$ cat src/rtl/multi_blinker.sv
// Multi-channel blinker: each switch rising edge arms/disarms its channel, which then blinks with a shared half-period.
// Optional 2-flop switch synchronizer enabled by defining MULTI_BLINKER_SYNC_EN.
module multi_blinker #(
  parameter int CHANNELS  = 4,
  parameter int CNT_WIDTH = 8
) (
  input  logic                 clk,
  input  logic                 rst_n,
  input  logic [CHANNELS-1:0]  switch,
  input  logic [CNT_WIDTH-1:0] half_period,
  output logic [CHANNELS-1:0]  out,
  output logic [CHANNELS-1:0]  active
);

  localparam logic [1:0] ST_OFF  = 2'd0;
  localparam logic [1:0] ST_HIGH = 2'd1;
  localparam logic [1:0] ST_LOW  = 2'd2;

  logic [CHANNELS-1:0] edge_in;
  logic [CHANNELS-1:0] switch_q;
  logic [CHANNELS-1:0] switch_d;
  logic [CHANNELS-1:0] rise;

`ifdef MULTI_BLINKER_SYNC_EN
  logic [CHANNELS-1:0] sync1_q;
  logic [CHANNELS-1:0] sync1_d;
  logic [CHANNELS-1:0] sync2_q;
  logic [CHANNELS-1:0] sync2_d;

  always_comb begin
    sync1_d = switch;
    sync2_d = sync1_q;
  end

  // Reset to ones so a switch held high through reset never looks like an edge.
  always_ff @(posedge clk or negedge rst_n) begin
    if (!rst_n) begin
      sync1_q <= '1;
      sync2_q <= '1;
    end else begin
      sync1_q <= sync1_d;
      sync2_q <= sync2_d;
    end
  end

  assign edge_in = sync2_q;
`else
  assign edge_in = switch;
`endif

  always_comb begin
    switch_d = edge_in;
  end

  always_ff @(posedge clk or negedge rst_n) begin
    if (!rst_n) begin
      switch_q <= '1;
    end else begin
      switch_q <= switch_d;
    end
  end

  assign rise = edge_in & ~switch_q;

  genvar gi;
  generate
    for (gi = 0; gi < CHANNELS; gi++) begin : g_chan
      logic [1:0]           state_q;
      logic [1:0]           state_d;
      logic [CNT_WIDTH-1:0] cnt_q;
      logic [CNT_WIDTH-1:0] cnt_d;

      // A switch edge outranks counter expiry; >= keeps the counter from wrapping when H drops.
      always_comb begin
        state_d = state_q;
        cnt_d   = cnt_q;
        case (state_q)
          ST_OFF: begin
            cnt_d = '0;
            if (rise[gi]) begin
              state_d = ST_HIGH;
            end
          end
          ST_HIGH, ST_LOW: begin
            if (rise[gi]) begin
              state_d = ST_OFF;
              cnt_d   = '0;
            end else if (cnt_q >= half_period) begin
              state_d = (state_q == ST_HIGH) ? ST_LOW : ST_HIGH;
              cnt_d   = '0;
            end else begin
              cnt_d = cnt_q + CNT_WIDTH'(1);
            end
          end
          default: begin
            state_d = ST_OFF;
            cnt_d   = '0;
          end
        endcase
      end

      always_ff @(posedge clk or negedge rst_n) begin
        if (!rst_n) begin
          state_q <= ST_OFF;
          cnt_q   <= '0;
        end else begin
          state_q <= state_d;
          cnt_q   <= cnt_d;
        end
      end

      assign out[gi]    = (state_q == ST_HIGH);
      assign active[gi] = (state_q != ST_OFF);
    end
  endgenerate

endmodule
$ cat config.mk
export PLATFORM = sky130hd
export DESIGN_NAME = multi_blinker
export DESIGN_NICKNAME = d
export VERILOG_FILES = /design/src/rtl/multi_blinker.sv
export SDC_FILE = /design/constraint.sdc
export NUM_CORES = 1
export LEC_CHECK = 0
export BUFFER_PORTS_ARGS = -buffer_cell sky130_fd_sc_hd__buf_4
export CAP_MARGIN = 5
export CORE_ASPECT_RATIO = 2
export CORE_MARGIN = 4
export CORE_UTILIZATION = 45
export DETAILED_ROUTE_END_ITERATION = 16
export GPL_ROUTABILITY_DRIVEN = 0
export GPL_TIMING_DRIVEN = 0
export PLACE_DENSITY_LB_ADDON = 0.08
export SLEW_MARGIN = 20
export SYNTH_ARGS = -nofsm -noshare
export SYNTH_HDL_FRONTEND = slang
export SYNTH_SLANG_ARGS = --single-unit
export TNS_END_PERCENT = 10
$ cat constraint.sdc
create_clock -name clk -period 4.4 [get_ports clk]
set_input_delay 0.22 -clock clk [delete_from_list [all_inputs] [get_ports clk]]
set_output_delay 0.22 -clock clk [all_outputs]
set_load 0.05 [all_outputs]
==> impl_metrics.env <==
export IMPL_status="completed"
export IMPL_critPathRequiredTime_ns=4.57
export IMPL_initial_core_util=0.469
export IMPL_grt_usage=0.163
export IMPL_p_int_uw=956
export IMPL_finalClockSkew_ns=0.00269
export IMPL_tightest_slew_ns=0.561
export IMPL_irDropWorstVdd_v=0.000318
export IMPL_fin_ws_ns=2.30
export IMPL_power_uw=1620
export IMPL_synth_enable_flop_cells=0
export IMPL_multi_input_area_um2=1620
export IMPL_io_pins=22
export IMPL_setup_viol=0
export IMPL_drv_slew=0
export IMPL_path_clk_slew_ns=0.06
export IMPL_area_delta_synth_final_pct=14.2
export IMPL_port_buffers=21
export IMPL_synth_net_count=353
export IMPL_synth_cells=291
export IMPL_ctsLongestPathBuffers=2
export IMPL_start_kind="flop"
export IMPL_syn_avg_cell_area_um2=9.84
export IMPL_p_switching_uw=664
export IMPL_clk_latency_ns=0.28
export IMPL_slew_headroom=0.626
export IMPL_synth_common_cells="ha_1, dfrtp_1, nor2_1"
export IMPL_drtAntennaViolNets=0
export IMPL_yosysMostFrequentCell="ha_1"
export IMPL_cts_setup_buffers=0
export IMPL_routed_via_density=5.20
export IMPL_wirelength_um=5590
export IMPL_drt_iter0_drc=45
export IMPL_netlist_top_cell_by_area="dfrtp_1"
export IMPL_antenna_found_initial=0
export IMPL_synth_top_area_share=0.349
export IMPL_hold_class="in2reg"
export IMPL_die_width_um=64.4
export IMPL_via_count=2102
export IMPL_slowest_delay_ns=0.42
export IMPL_htreeDepth=2
export IMPL_place_ws_ns=2.25
export IMPL_post_synth_num_cell_types=41
export IMPL_die_area_um2=7780
export IMPL_cts_resized=0
export IMPL_synth_ff_type="dfrtp_1"
export IMPL_grt_pass1_wl_um=9920
export IMPL_grt_setup_unrepaired="false"
export IMPL_post_route_drc_count=0
export IMPL_grt_overflow=0
export IMPL_path_cells="inv_1, ha_1, or3b_1, o2111ai_1, a31oi_1, or2_1, buf_2, a22o_1"
export IMPL_antenna_cells=0
export IMPL_endpoint_kind="flop"
export IMPL_num_rows=40
export IMPL_wl_per_cell_um=13.8
export IMPL_power_density_nw_per_um2=495
export IMPL_critPathTopFamily="simple AND/OR/NAND/NOR gates"
export IMPL_ys_seq_area_frac=0.386
export IMPL_final_layout_size_suffix_gt1_frac=0.119
export IMPL_critPathBufInv=2
export IMPL_power_leakage_uw=0.00166
export IMPL_crit_arrival_ns=2.27
export IMPL_register_area_um2=1110
export IMPL_core_um2=6110
export IMPL_r2r_setup_slack_ns=2.30
export IMPL_cts_sinks=44
export IMPL_tns_ns=0
export IMPL_final_util=0.536
export IMPL_synth_async_reset_ratio=1.00
export IMPL_grt_max_degree=45
export IMPL_synthTopCellsByArea="dfrtp_1, ha_1, xor2_1"
export IMPL_fillCellCount=592
export IMPL_p_seq_frac=0.333
export IMPL_cp_slowest_cell="dfrtp_1"
export IMPL_fmax_mhz=476
export IMPL_drv_cap=0
export IMPL_ys_ff_latch=44
export IMPL_firstDrtPassIters=4
export IMPL_switching_share=0.410
export IMPL_numCtsBuffers=5
export IMPL_finalCriticalPeriod_ns=2.10
export IMPL_yosys_warnings=0
export IMPL_dp_hpwl_um=4370
export IMPL_syn_area_um2=2860
export IMPL_worstPathMaxFanout=10
export IMPL_grt_pass1_vias=2190
export IMPL_combPwrFrac=0.451
export IMPL_hold_viol_final=0
export IMPL_period_share=0.478
export IMPL_die_y_um=121
export IMPL_pwr_share_clk=0.216
export IMPL_final_nets=382
export IMPL_path_class="reg2reg"
export IMPL_cts_tree="yes"
export IMPL_cts_root_buf="clkbuf_16"
-- through the flow --
step           instances  instance area, um2  hold WS (ns)
5_1_grt              404                3270        0.0387
3_3_place_gp         396                3130         0.253
2_1_floorplan        291                2860       -0.0756
3_5_place_dp         396                3130         0.253
6_report             404                3270        0.0467
4_1_cts              404                3270        0.0403
-- layout make-up --
type	instances	share of cell area
repair buffers	22	0.0513
inverters	28	0.0321
plain buffers	4	0.00956
clock inverters	1	0.00153
multi-input cells	215	0.496
clock buffers	6	0.0394
well taps	84	0.0321
flip-flops and latches	44	0.338
-- cell usage in the layout, fill, tap and decap left out, types with 5 or more instances in the layout --
cell type,count
inv_1,28
o21ai_0,5
xor2_1,17
ha_1,48
nand2_1,12
dfrtp_1,40
and3_1,10
clkbuf_16,5
nand3_1,23
nor2_1,37
buf_4,21
nand2b_1,6
xnor2_1,7
a21oi_1,10
-- layer usage --
metal,share of wire,track usage
met1,0.39,0.173
met2,0.56,0.308
met3,0.032,0.0288
met4,0.017,0.0649
met5,0,0
-- power by group through the flow --
stage	combinational (uW)	clock, uW	sequential, uW
after floorplan	567	0	526
after global placement	731	0	547
after detailed placement	735	0	548
after CTS	742	361	541
after global routing	826	379	551
final	730	350	540
-- state kept, by name (all words and copies together) (netlist names) --
register,count
g_chan.cnt_q,32
g_chan.state_q,8
switch_q,4
-- path summary, 6_finish.rpt --
kind,from,cells after the start,to
worst max register to register,g_chan[3].cnt_q[0]$_DFF_PN0_,8,g_chan[3].state_q[0]$_DFFE_PN0P_
max in group asynchronous,rst_n,2,g_chan[0].cnt_q[5]$_DFF_PN0_
worst min-delay path,switch[2],1,switch_q[2]$_DFF_PN1_
min in group asynchronous,rst_n,2,g_chan[2].cnt_q[7]$_DFF_PN0_
worst max-delay path,g_chan[3].cnt_q[0]$_DFF_PN0_,8,g_chan[3].state_q[0]$_DFFE_PN0P_
worst min register to register,g_chan[2].cnt_q[0]$_DFF_PN0_,1,g_chan[2].cnt_q[0]$_DFF_PN0_
-- timing repair --
item,in CTS,in global routing
endpoints found under the hold margin,40,0
setup endpoints to repair,0,0
hold buffers,1,0
-- logic make-up (layout without fill, tap and decap cells) --
logic type	Yosys count	in the layout	synth area share
multiplexers	1	1	0.00350
adder cells (fa/ha/maj)	48	48	0.210
buffers and inverters	32	61	0.0476
AO/OA/AOI/OAI	41	41	0.107
XOR/XNOR	24	24	0.0734
AND/OR/NAND/NOR	101	101	0.173
flip-flops	44	44	0.386
Note: power is estimated with default switching activity, not from simulation.
